$ cat src/rtl/text_pkg.sv
// Shared constants, host-FSM state type and the glyph table used by the text overlay.
package text_pkg;

    localparam logic [1:0] CMD_PUT     = 2'b00;
    localparam logic [1:0] CMD_SET     = 2'b01;
    localparam logic [1:0] CMD_CLEAR   = 2'b10;
    localparam logic [1:0] CMD_NEWLINE = 2'b11;

    localparam int         FONT_W      = 8;
    localparam int         FONT_H      = 16;
    localparam logic [7:0] ASCII_SPACE = 8'h20;

    typedef enum logic {ST_IDLE, ST_CLEAR} host_state_e;

    localparam logic [7:0] GLYPH_A [FONT_H] = '{
        8'h00, 8'h00, 8'h10, 8'h38, 8'h6C, 8'hC6, 8'hC6, 8'hFE,
        8'hC6, 8'hC6, 8'hC6, 8'hC6, 8'h00, 8'h00, 8'h00, 8'h00
    };

    // Glyph subset of the 8x16 table; codes without an entry render blank. MSB is the leftmost pixel.
    function automatic logic [7:0] font_row(input logic [6:0] code, input logic [3:0] row);
        case (code)
            7'h41:   font_row = GLYPH_A[row];
            7'h7F:   font_row = 8'hFF;
            default: font_row = 8'h00;
        endcase
    endfunction

endpackage

$ cat src/rtl/text_char_ram.sv
// Character buffer: one write port, one synchronous read port, read-first on collisions.
module text_char_ram #(
    parameter int DEPTH = 128,
    parameter int AW    = 7
) (
    input  logic          clk,
    input  logic          we,
    input  logic [AW-1:0] waddr,
    input  logic [6:0]    wdata,
    input  logic [AW-1:0] raddr,
    output logic [6:0]    rdata
);

    logic [6:0] mem [DEPTH];

    always_ff @(posedge clk) begin
        if (we) mem[waddr] <= wdata;
        rdata <= mem[raddr];
    end

endmodule

$ cat src/rtl/text_overlay_renderer.sv
// Text-mode overlay: 3-stage pixel pipeline over a host-written character buffer,
// with scaling, a blinking cursor and a small command FSM for the host port.
module text_overlay_renderer
    import text_pkg::*;
#(
    parameter int          COLS       = 32,
    parameter int          ROWS       = 4,
    parameter int          X0         = 192,
    parameter int          Y0         = 208,
    parameter int          SCALE_LOG2 = 0,
    parameter logic [11:0] FG         = 12'h00F,
    parameter logic [11:0] BG         = 12'hFFF,
    parameter int          BLINK_BITS = 24,
    localparam int         CW         = (COLS > 1) ? $clog2(COLS) : 1,
    localparam int         RW         = (ROWS > 1) ? $clog2(ROWS) : 1
) (
    input  logic          clk,
    input  logic          rst,
    input  logic          video_on,
    input  logic [9:0]    x,
    input  logic [9:0]    y,
    input  logic          wr_valid,
    output logic          wr_ready,
    input  logic [1:0]    wr_cmd,
    input  logic [15:0]   wr_data,
    input  logic          cursor_en,
    output logic [CW-1:0] cur_col,
    output logic [RW-1:0] cur_row,
    output logic [11:0]   rgb,
    output logic          video_on_q
);

    localparam int         CELLS = COLS * ROWS;
    localparam int         AW    = (CELLS > 1) ? $clog2(CELLS) : 1;
    localparam int         WIN_W = (COLS * FONT_W) << SCALE_LOG2;
    localparam int         WIN_H = (ROWS * FONT_H) << SCALE_LOG2;
    localparam int         BW    = BLINK_BITS + 1;
    localparam logic [7:0] ROWS8 = 8'(ROWS);
    localparam logic [7:0] COLS8 = 8'(COLS);

    host_state_e   state_q, state_d;
    logic [CW-1:0] cur_col_q, cur_col_d;
    logic [RW-1:0] cur_row_q, cur_row_d;
    logic [AW-1:0] clr_cnt_q, clr_cnt_d;
    // One bit wider than BLINK_BITS so the MSB holds each phase for 2**BLINK_BITS clk.
    logic [BW-1:0] blink_cnt_q, blink_cnt_d;

    logic [2:0]    vld_pipe_q, vld_pipe_d;
    logic          s1_in_win_q, s1_in_win_d, s2_in_win_q, s2_in_win_d;
    logic [2:0]    s1_dx_q, s1_dx_d, s2_dx_q, s2_dx_d;
    logic [3:0]    s1_dy_q, s1_dy_d;
    logic [AW-1:0] s1_cell_q, s1_cell_d, s2_cell_q, s2_cell_d;
    logic [7:0]    font_q, font_d;
    logic [11:0]   rgb_q, rgb_d;

    logic [11:0]   xr, yr, dx_full, dy_full;
    logic          in_win, font_bit, cur_hit;
    logic [2:0]    bit_idx;
    logic [AW-1:0] rd_addr, cur_cell, ram_waddr;
    logic [6:0]    char_code, ram_wdata;
    logic          ram_we;

    text_char_ram #(.DEPTH(CELLS), .AW(AW)) u_char_ram (
        .clk  (clk),
        .we   (ram_we),
        .waddr(ram_waddr),
        .wdata(ram_wdata),
        .raddr(rd_addr),
        .rdata(char_code)
    );

    always_comb begin
        cur_cell = AW'(32'(cur_row_q) * COLS + 32'(cur_col_q));
        xr       = {2'b00, x} - 12'(X0);
        yr       = {2'b00, y} - 12'(Y0);
        in_win   = ({2'b00, x} >= 12'(X0)) && ({2'b00, x} < 12'(X0 + WIN_W)) &&
                   ({2'b00, y} >= 12'(Y0)) && ({2'b00, y} < 12'(Y0 + WIN_H));
        dx_full  = xr >> SCALE_LOG2;
        dy_full  = yr >> SCALE_LOG2;
        // Out-of-window pixels read cell 0; the result is masked by in_win downstream.
        rd_addr  = in_win ? AW'(32'(dy_full[11:4]) * COLS + 32'(dx_full[11:3])) : '0;

        vld_pipe_d  = {vld_pipe_q[1:0], video_on};
        s1_in_win_d = in_win;
        s1_dx_d     = dx_full[2:0];
        s1_dy_d     = dy_full[3:0];
        s1_cell_d   = rd_addr;

        font_d      = font_row(char_code, s1_dy_q);
        s2_in_win_d = s1_in_win_q;
        s2_dx_d     = s1_dx_q;
        s2_cell_d   = s1_cell_q;

        bit_idx  = ~s2_dx_q;
        cur_hit  = cursor_en && blink_cnt_q[BW-1] && (s2_cell_q == cur_cell);
        font_bit = s2_in_win_q && (font_q[bit_idx] ^ cur_hit);
        rgb_d    = !vld_pipe_q[1] ? 12'h000 : (font_bit ? FG : BG);

        blink_cnt_d = blink_cnt_q + BW'(1);
    end

    always_comb begin
        state_d   = state_q;
        cur_col_d = cur_col_q;
        cur_row_d = cur_row_q;
        clr_cnt_d = clr_cnt_q;
        ram_we    = 1'b0;
        ram_waddr = cur_cell;
        ram_wdata = wr_data[6:0];
        wr_ready  = (state_q == ST_IDLE);
        case (state_q)
            ST_IDLE: begin
                if (wr_valid) begin
                    case (wr_cmd)
                        CMD_PUT: begin
                            ram_we = 1'b1;
                            if (cur_col_q == CW'(COLS - 1)) begin
                                cur_col_d = '0;
                                cur_row_d = (cur_row_q == RW'(ROWS - 1)) ? '0 : cur_row_q + RW'(1);
                            end else begin
                                cur_col_d = cur_col_q + CW'(1);
                            end
                        end
                        CMD_SET: begin
                            if ((wr_data[15:8] < ROWS8) && (wr_data[7:0] < COLS8)) begin
                                cur_row_d = RW'(wr_data[15:8]);
                                cur_col_d = CW'(wr_data[7:0]);
                            end
                        end
                        CMD_CLEAR: begin
                            state_d   = ST_CLEAR;
                            clr_cnt_d = '0;
                        end
                        CMD_NEWLINE: begin
                            cur_col_d = '0;
                            cur_row_d = (cur_row_q == RW'(ROWS - 1)) ? '0 : cur_row_q + RW'(1);
                        end
                        default: ;
                    endcase
                end
            end
            ST_CLEAR: begin
                ram_we    = 1'b1;
                ram_waddr = clr_cnt_q;
                ram_wdata = ASCII_SPACE[6:0];
                clr_cnt_d = clr_cnt_q + AW'(1);
                if (clr_cnt_q == AW'(CELLS - 1)) begin
                    state_d   = ST_IDLE;
                    cur_col_d = '0;
                    cur_row_d = '0;
                end
            end
            default: state_d = ST_IDLE;
        endcase
    end

    always_ff @(posedge clk or posedge rst) begin
        if (rst) begin
            state_q     <= ST_IDLE;
            cur_col_q   <= '0;
            cur_row_q   <= '0;
            clr_cnt_q   <= '0;
            blink_cnt_q <= '0;
            vld_pipe_q  <= '0;
            s1_in_win_q <= 1'b0;
            s1_dx_q     <= '0;
            s1_dy_q     <= '0;
            s1_cell_q   <= '0;
            s2_in_win_q <= 1'b0;
            s2_dx_q     <= '0;
            s2_cell_q   <= '0;
            font_q      <= '0;
            rgb_q       <= '0;
        end else begin
            state_q     <= state_d;
            cur_col_q   <= cur_col_d;
            cur_row_q   <= cur_row_d;
            clr_cnt_q   <= clr_cnt_d;
            blink_cnt_q <= blink_cnt_d;
            vld_pipe_q  <= vld_pipe_d;
            s1_in_win_q <= s1_in_win_d;
            s1_dx_q     <= s1_dx_d;
            s1_dy_q     <= s1_dy_d;
            s1_cell_q   <= s1_cell_d;
            s2_in_win_q <= s2_in_win_d;
            s2_dx_q     <= s2_dx_d;
            s2_cell_q   <= s2_cell_d;
            font_q      <= font_d;
            rgb_q       <= rgb_d;
        end
    end

    assign cur_col    = cur_col_q;
    assign cur_row    = cur_row_q;
    assign rgb        = rgb_q;
    assign video_on_q = vld_pipe_q[2];

endmodule

$ cat config.mk
export PLATFORM = sky130hd
export DESIGN_NAME = text_overlay_renderer
export DESIGN_NICKNAME = d
export VERILOG_FILES = /design/src/rtl/text_pkg.sv /design/src/rtl/text_char_ram.sv /design/src/rtl/text_overlay_renderer.sv
export SDC_FILE = /design/constraint.sdc
export NUM_CORES = 1
export LEC_CHECK = 0
export CORE_ASPECT_RATIO = 0.75
export CORE_MARGIN = 1
export CORE_UTILIZATION = 55
export DETAILED_ROUTE_END_ITERATION = 10
export PLACE_DENSITY = 0.71
export RECOVER_POWER = 100
export SLEW_MARGIN = 10
export SYNTH_ARGS = -nofsm -noshare
export SYNTH_HDL_FRONTEND = slang
export SYNTH_SLANG_ARGS = --single-unit
$ cat constraint.sdc
create_clock -name clk -period 6.06 [get_ports clk]
set_clock_uncertainty 0.2 [all_clocks]
set_input_delay 0.606 -clock clk [delete_from_list [all_inputs] [get_ports clk]]
set_output_delay 0.606 -clock clk [all_outputs]
set_load 0.01 [all_outputs]
Word level (Yosys, flattened, before mapping)
Memories as Yosys holds them, arrays and structs flattened. A register that Yosys moved wholly into a read port is not among the register bits.
Index checks and enable logic that the tools add are counted.
{"block": "op_classes", "muxes": 35, "eq_ne": 15, "n_reduce_logical": 11, "order_cmp": 8, "n_addsub": 8, "bitwise_logic": 4}
{"operator": "two-way mux 7 bit", "n": 5}
{"operator": "adder 25 x 1 -> 25 bit (second input constant)", "n": 1}
{"operator": "two-way mux 12 bit", "n": 2}
{"operator": "== test 7 bit (second input constant)", "n": 3}
{"operator": "greater-or-equal comparator 10 x 8 -> 1 bit (second input constant)", "n": 2}
{"operator": "< comparator 10 x 9 -> 1 bit (second input constant)", "n": 2}
{"operator": "two-way mux 5 bit", "n": 4}
{"operator": "two-way mux 8 bit", "n": 2}
{"operator": "one-hot mux 8 bit (2 select lines)", "n": 1}
{"operator": "one-hot mux 5 bit (3 select lines)", "n": 1}
{"operator": "one-hot mux 7 bit (2 select lines)", "n": 1}
{"operator": "two-way mux 2 bit", "n": 5}
{"operator": "one-hot mux 5 bit (2 select lines)", "n": 1}
{"operator": "subtractor 10 x 8 -> 10 bit (second input constant)", "n": 1}
{"operator": "< comparator 8 x 3 -> 1 bit (second input constant)", "n": 1}
{"operator": "< comparator 8 x 6 -> 1 bit (second input constant)", "n": 1}
{"operator": "two-way mux 1 bit", "n": 8}
{"operator": "adder 7 x 1 -> 7 bit (second input constant)", "n": 1}
{"operator": "adder 7 x 5 -> 7 bit", "n": 1}
{"operator": "adder 7 bit", "n": 1}
{"operator": "== test 7 bit", "n": 1}
{"operator": "logical AND 1 bit", "n": 7}
{"operator": "== test 2 bit (second input constant)", "n": 3}
{"operator": "inequality test 3 bit (second input constant)", "n": 2}
{"operator": "other kinds (22)", "n": 24}
{"block": "totals", "memories": 2, "input_bits": 43, "romBits": 128, "out_inout_bits": 21, "elab_cells": 98, "register_bits": 89, "ramBits": 896}
{"name": "u_char_ram.mem", "depth": 128, "word_bits": 7, "rd": 1, "rd_clocked_by_memory_dff": 1, "wr": 1, "line_no": "text_char_ram.sv:14", "source": "logic [6:0] mem [DEPTH];"}
{"name": "(name not given)", "depth": 16, "word_bits": 8, "rd": 1, "rd_clocked_by_memory_dff": 0, "wr": 0, "line_no": "text_pkg.sv:23", "source": "7'h41: font_row = GLYPH_A[row];"}

Depth between registers and ports, before layout
Gate-level depths: netlist of run 1.
{"block": "depth", "ltp_word": 7, "depth_mapped": 15, "ltp_nobuf": 13}

Cells and area by module
A second synthesis of run 1 with hierarchy kept.
{"block": "hier_totals", "hier_cells": 1779, "hier_area_um2": 38393.1}
{"module": "text_char_ram", "area_each_um2": 34807.1, "cells_per_inst": 1453, "instances": 1, "seq_area_each_um2": 27045.9}
{"module": "text_overlay_renderer", "area_each_um2": 3585.9, "cells_per_inst": 326, "instances": 1, "seq_area_each_um2": 1876.8}

Worst setup path after synthesis of run 1
Ideal clock, no wire load.
{"block": "synth_timing", "path_type": "register to register", "startpoint": "register state_q", "endpoint": "memory u_char_ram.mem[0][2] (data pin)", "n_path_buf": 2, "period_less_slack_ns": 5.014, "path_slack_ns": 1.046, "path_stages_with_launch": 4, "setup_time_ns": 0.831, "required_ns": 5.029, "arrival_time_ns": 3.982, "cell_sequence": "dfrtp_1 buf_1 clkbuf_1 nor2b_1"}
{"block": "synth_between", "elab_chain_cells": 1}
{"element": "from (decl)", "line_no": "text_overlay_renderer.sv:41", "source": "host_state_e state_q, state_d;"}
{"element": "from (signal assigned)", "line_no": "text_overlay_renderer.sv:175", "source": "state_q <= state_d;"}
{"element": "two-way mux 7 bit", "line_no": "text_overlay_renderer.sv:111", "source": "case (state_q)"}
{"element": "via ram_wdata[2]", "line_no": "text_overlay_renderer.sv:60", "source": "logic [6:0] char_code, ram_wdata;"}
{"element": "to (decl)", "line_no": "text_char_ram.sv:14"}
The timed path passes the listed nets, and every way through them passes these cells.

Worst setup path in the final report of run 1
{"block": "layout_timing", "startpoint": "input port x[7]", "endpoint": "register u_char_ram.rdata[2] (read register of u_char_ram.mem)"}
{"block": "layout_between", "elab_chain_cells": 5, "elab_cells_between_ends": 8, "classes_between": "2 x add/sub; 2 x order compare; 1 x mux; 3 x reduce/logical"}
{"element": "from (decl)", "line_no": "text_overlay_renderer.sv:20", "source": "input logic [9:0] x,"}
{"element": "parallel branches: the longest is 4 deep, another holds subtractor 10 x 8 -> 10 bit"}
{"element": "two-way mux 7 bit *", "line_no": "text_overlay_renderer.sv:81", "source": "rd_addr = in_win ? AW'(32'(dy_full[11:4]) * COLS + 32'(dx_full[11:3])) : '0;"}
{"element": "to (decl)", "line_no": "text_char_ram.sv:11", "source": "output logic [6:0] rdata"}
Every way passes the cells marked *.
A chain may end at the register's enable or synchronous reset.

==> results of run 1 <==
-- routing by layer --
layer,GRT usage [%],vias up
met5,0,-
met4,8.51,4
met3,10.7,229
met2,44.0,1847
met1,45.3,12500
li1,-,10200
-- flip-flops by register name, indices dropped and copies added (netlist names), 3 cells and up --
name,flops
u_char_ram.mem,896
blink_cnt_q,25
clr_cnt_q,7
s1_cell_q,7
s2_cell_q,7
u_char_ram.rdata,7
cur_col,5
font_q,5
s1_dy_q,4
s1_dx_q,3
s2_dx_q,3
-- cell usage after synthesis (all sizes together) (23+ instances only) --
cell	n
clkbuf	80
and3	24
a221oi	23
o22ai	66
nand3	82
nand2	174
buf	78
a211oi	26
mux4	30
nor2	198
a21oi	76
a31oi	27
xnor2	27
o21ai	86
nor3	39
dfrtp	75
mux2	64
o211ai	28
edfxtp	896
mux2i	160
inv	32
o221ai	28
-- critical path, cell delays in order --
cell,delay (ns)
clkdlybuf4s50_1,0.49
ha_1,0.17
xor2_1,0.99
inv_4,0.21
a2111oi_4,0.63
nand2_4,0.19
inv_1,0.85
buf_4,0.39
a31oi_1,0.11
o211ai_1,0.22
nand3_1,0.18
o311ai_0,0.59
a32oi_1,0.11
-- kinds of logic (layout without fill, tap and decap cells) --
kind of cell / count (synthesis) / in the layout / share of synthesized area [%]
and+or+nand+nor: 589 / 589 / 6.81
buffers and inverters: 191 / 353 / 2.16
xor gates and xnor gates: 40 / 40 / 0.941
adders and majority gates: 15 / 15 / 0.475
muxes: 254 / 254 / 7.59
AOI/OAI and AO/OA: 489 / 489 / 8.76
DFF: 978 / 978 / 73.3
-- layout make-up --
class	count	area [µm²]
inverters	33	129
repair buffers	150	1270
well taps	946	1180
clock buffers	102	2350
flip-flops and latches	978	28900
fillers	4982	26200
clock inverters	68	744
multi-input cells	1387	9770
-- metrics by stage --
stage,std cells,area [µm²],setup WS [ns],total power [mW],util [%]
after floorplan,2556,39500,1.05,8.61,-
after global placement,3494,41400,0.616,9.32,58.7
after detailed placement,3494,41400,0.573,9.37,58.7
after CTS,3664,44500,1.27,15.2,63.1
after global routing,3664,44400,0.496,15.5,62.9
final,3664,44400,0.613,15.2,62.9
-- power groups by stage --
stage	clock network [mW]	logic (mW)	registers (mW)
floorplan	0	0.689	7.93
global placement	0	1.40	7.92
detailed placement	0	1.43	7.93
CTS	5.97	1.44	7.79
global route	6.22	1.49	7.83
finish	5.94	1.46	7.82
-- worst max path at each step --
stage,from,to,slack (ns)
2_1_floorplan,state_q,u_char_ram.mem[0][2],1.05
3_3_place_gp,x[6],u_char_ram.rdata[1],0.62
3_5_place_dp,x[7],u_char_ram.rdata[1],0.57
4_1_cts,x[7],u_char_ram.rdata[1],1.27
5_1_grt,x[7],u_char_ram.rdata[2],0.50
6_report,x[7],u_char_ram.rdata[2],0.61
==> metrics.txt, run 1 <==
status complete, but fails checks; violated checks max-capacitance violations, max-slew violations; wire length on met2 47700 µm; CTS sink cnt 978; detailed placement HPWL 71700 µm; DR WL/cell 30.7 µm; switching share of power 25.1%; fmax 184 MHz; Pre-antenna DRT Iters 6; Fin. Hold Viols 0; Reg-to-Reg End u_char_ram.mem[6][4]; CTS Buf Count 90; Tot GR Track Use 30.9%; FF-to-FF setup slack 0.66 ns; Hold-fix buffers, CTS 0; Port Buf Inserts 63; Seq/Total Area, Yosys 73.3%; Logic pwr share 9.6%; synthesized area per cell 15.4 µm²; metal3 WL 16900 µm; starting DRC count in detailed routing 4454; RSZ-0062 raised after global routing false; Antenna Cells 0; die height 234 µm; cell chosen for the clock root clkbuf_16; final setup vio count 0; Post-Route WL 112000 µm; EDFF count, synth 896; Hold WC Path Type reg -> reg; Post-synth ARST share 7.67%; NetSw 3.82 mW; Worst setup SP type input port; Least-Margin Pin Slew 4.00 ns; CTS tree built; Residual DRC 0; Fin Hold WS 0.147 ns; cell area power density 343 mW/mm²; Final ANT Viol Nets 0; HP Start s1_cell_q[1]; area share of the largest cell type after synthesis 68.1%; most common cell after layout, fill and taps aside edfxtp_1; Synth cell types 88; sequential power share 51.4%; Worst Hold Path Cells 0; period utilisation layout 89.9%; share of layout cells above drive strength 1 12.7%; WP data arrival 5.78 ns; crit-path max FO 18; power share of the clock group 39.0%; Int Pwr 11.4 mW; relative max-transition margin -167%; maximum VDD drop 0.249 mV; gp weighted congestion 0.984; dominant synthesized flop cell edfxtp_1; Slew Limit Fails 849; width of the die 311 µm; post-CTS sizing 0; Worst-Skew Late Latency 0.69 ns; worst r2r src state_q; area grow syn2layout 12.4%; clk buf depth 3; Critical Setup Path Class in -> reg; minimum clock period 5.45 ns; post-synthesis instance area 0.0395 mm²; top sig layer met5; Final Net Count 2698; Endpoint, Worst Hold s2_cell_q[1]; setup TNS 0 ns; Core Area 0.0705 mm²; initial antenna violation count 2; Ports 64; gr ovfl total 0; vias per cell 6.75; CTS clk-pin slew, worst paths 0.06 ns; Syn. warnings 0; leakage power 14.9 nW; Routed met1 length 44800 µm; R2R depth 4; vias 24700; die area 0.0729 mm²; largest net degree at the start of global routing 130; first-pass GRT wire length 162000 µm; register bit total from synthesis 978; Synth area leaders edfxtp_1 (68%), dfrtp_1 (4.8%), mux2i_1 (4.1%); area leader, netlist edfxtp_1; Setup Buffers After CTS 0; synthesized instance count 2556; Initial Util 56.0%; FP Rows 84; H-Tree Depth 3; vias in the first global route 23200; Max-cap violations 17; Critical Path RT 6.39 ns; synthesized net count 2614; crit end category register; most frequent cells in the layout edfxtp_1 (896), nor2_1 (197), nand2_1 (170)
(Power assumes the default switching activity.)
==> inputs of run 2 (changes only) <==
DONT_BUFFER_PORTS = 1   (was default)
PLACE_DENSITY = 0.7   (was 0.71)
==> run 2 against run 1 <==
The run still ends with max-capacitance violations, max-slew violations left. Final cell count decreased by 2.0%. Register-to-register slack improved by 0.02 ns. Worst hold slack got worse by 0.11 ns. Sequential power about the same. Maximum frequency increased by 1.3%. Power increased by 0.39%. Design area decreased by 1.4%. Clock power increased by 3%. Critical path depth decreased by 9. Flip-flop and latch count unchanged.
==> metrics.txt, run 2 (synthesis results as in run 1) <==
status complete, but fails checks (unchanged); violated checks max-capacitance violations, max-slew violations (unchanged); NetSw 3.70 mW (was 3.82 mW); FF-to-FF setup slack 0.68 ns (was 0.66 ns); sequential power share 51.2% (was 51.4%); power share of the clock group 39.9% (was 39.0%); Hold WC Path Type in -> reg (was reg -> reg); Int Pwr 11.6 mW (was 11.4 mW); WP data arrival 5.45 ns (was 5.78 ns); placed cell count 3415 (was 3494); Critical Path RT 6.14 ns (was 6.39 ns); CTS sink cnt 978 (unchanged); CP max stage cell nand3_1 (was xor2_1); clk buf depth 3 (unchanged); relative max-transition margin -163% (was -167%); Critical Setup Path Class reg -> reg (was in -> reg); Tot GR Track Use 31.1% (was 30.9%); worst r2r src state_q (unchanged); Core Util, Final 62.0% (was 62.9%); post-CTS sizing 0 (unchanged); final setup vio count 0 (unchanged); Worst-Skew Late Latency 0.67 ns (was 0.69 ns); placed instance area 0.0406 mm² (was 0.0414 mm²); crit-path max FO 30 (was 18); CTS tree built (unchanged); DP Worst Slack 1.19 ns (was 0.573 ns); area grow syn2layout 10.8% (was 12.4%); Fillers 5101 (was 4982); Reg with most FFs u_char_ram.mem (unchanged); Worst Hold Path Cells 3 (was 0); maximum VDD drop 0.238 mV (was 0.249 mV); Hold-fix buffers, CTS 11 (was 0); Port Buf Inserts 0 (was 63); Fin Hold WS 0.0363 ns (was 0.147 ns); DR WL/cell 31.5 µm (was 30.7 µm); Pre-antenna DRT Iters 7 (was 6); power consumption 15.3 mW (was 15.2 mW); CTS clk-pin slew, worst paths 0.07 ns (was 0.06 ns); Final ANT Viol Nets 0 (unchanged); Reg-to-Reg End u_char_ram.mem[111][1] (was u_char_ram.mem[6][4]); gp weighted congestion 0.992 (was 0.984); fin worst setup slack 0.684 ns (was 0.613 ns); vias per cell 6.79 (was 6.75); leakage power 14.6 nW (was 14.9 nW); HP Start wr_data[8] (was s1_cell_q[1]); share of layout cells above drive strength 1 12.1% (was 12.7%); RSZ-0062 raised after global routing false (unchanged); Final Net Count 2630 (was 2698); Max-cap violations 17 (unchanged); largest net degree at the start of global routing 172 (was 130); most common cell after layout, fill and taps aside edfxtp_1 (unchanged); Worst Path Buf+Inv 1 (was 4); FP Rows 84 (unchanged); Initial Util 56.0% (unchanged); setup TNS 0 ns (unchanged); Least-Margin Pin Slew 3.95 ns (was 4.00 ns); Endpoint, Worst Hold cur_row[0] (was s2_cell_q[1]); initial antenna violation count 4 (was 2); switching share of power 24.2% (was 25.1%); Core Area 0.0705 mm² (unchanged); CP top delay family simple AND/OR/NAND/NOR gates (was buffers and inverters); cell area power density 349 mW/mm² (was 343 mW/mm²); vias in the first global route 23000 (was 23200); die area 0.0729 mm² (unchanged); period utilisation layout 88.7% (was 89.9%); vias 24400 (was 24700); Crit path largest cell delay 1.40 ns (was 0.99 ns); starting DRC count in detailed routing 4106 (was 4454); width of the die 311 µm (unchanged); Largest register FFs 896 (unchanged); Post-Route WL 113000 µm (was 112000 µm); first-pass GRT wire length 163000 µm (was 162000 µm); crit end category register (unchanged); Setup Buffers After CTS 0 (unchanged); cell chosen for the clock root clkbuf_16 (unchanged); CTS Buf Count 90 (unchanged); H-Tree Depth 3 (unchanged); Regs by FF count u_char_ram.mem (896), blink_cnt_q (25) (unchanged); Residual DRC 0 (unchanged); die height 234 µm (unchanged); Slew Limit Fails 737 (was 849); Ports 64 (unchanged); minimum clock period 5.38 ns (was 5.45 ns); R2R depth 4 (unchanged); gr ovfl total 0 (unchanged); Logic pwr share 8.9% (was 9.6%); most frequent cells in the layout edfxtp_1 (896), nor2_1 (197), nand2_1 (171) (was edfxtp_1 (896), nor2_1 (197), nand2_1 (170)); CP cell instances clkbuf_1 -> mux2_1 -> nand3_1 -> nor2_1 (was clkdlybuf4s50_1 -> ha_1 -> xor2_1 -> inv_4 -> a2111oi_4 -> nand2_4 -> inv_1 -> buf_4 -> a31oi_1 -> o211ai_1 -> nand3_1 -> o311ai_0 -> a32oi_1); Worst setup SP type register (was input port); Finished Layout Cells 3592 (was 3664); post-route design area 0.0437 mm² (was 0.0444 mm²); Fin. Hold Viols 0 (unchanged); fmax 186 MHz (was 184 MHz); detailed placement HPWL 71700 µm (about the same)
run 2: changes by cell type in the layout (fill, tap and decap cells not counted), moves of 5 or more:
cell,previous run,this run
clkinv_1,23,9
clkinv_2,18,13
buf_4,61,47
clkbuf_1,26,39
dlygate4sd3_1,30,11
clkdlybuf4s50_1,31,0
run 2: routing by layer:
layer | track usage (%) | vias up | wire (µm) | share of wire [%]
met5 | 0 | - | 27 | 0.024
met1 | 45.9 | 12300 | 45000 | 40
met3 | 11.0 | 224 | 17800 | 16
met4 | 8.64 | 4 | 3210 | 2.8
li1 | - | 10100 | - | -
met2 | 43.7 | 1836 | 47100 | 42
run 2: worst max-delay path by stage:
stage	start	to	slack (ns)	cells past startpoint
6_report	state_q	u_char_ram.mem[111][1]	0.68	4
5_1_grt	rst	s1_dx_q[1]	0.78	3
4_1_cts	x[6]	u_char_ram.rdata[5]	1.90	13
3_5_place_dp	x[6]	u_char_ram.rdata[5]	1.19	13
3_3_place_gp	x[6]	u_char_ram.rdata[5]	1.31	13
2_1_floorplan	state_q	u_char_ram.mem[0][2]	1.05	3
run 2: power by group through the flow:
stage | Clock, mW | Sequential, mW | Combinational [mW]
2_1_floorplan | 0 | 7.93 | 0.689
3_3_place_gp | 0 | 7.93 | 1.30
3_5_place_dp | 0 | 7.94 | 1.33
4_1_cts | 6.13 | 7.80 | 1.34
5_1_grt | 6.35 | 7.83 | 1.39
6_report | 6.09 | 7.82 | 1.36
run 2: final cells by class:
| type | instances | area, µm² | share of cell area [%] |
|---|---|---|---|
| multi-input combinational | 1387 | 9770 | 22.3 |
| antenna | 2 | 5.00 | 0.0114 |
| clock buffer | 117 | 2460 | 5.62 |
| timing repair buffer | 82 | 574 | 1.31 |
| inverter | 33 | 130 | 0.297 |
| sequential | 978 | 28900 | 66.1 |
| clock inverter | 47 | 703 | 1.61 |
| tap | 946 | 1180 | 2.71 |
run 2: tightest hold or removal path, delay by kind of cell:
kind | cells | cell delay [ns]
AOI/OAI and AO/OA | 1 | 0.04
muxes | 1 | 0.14
and+or+nand+nor | 1 | 0.07
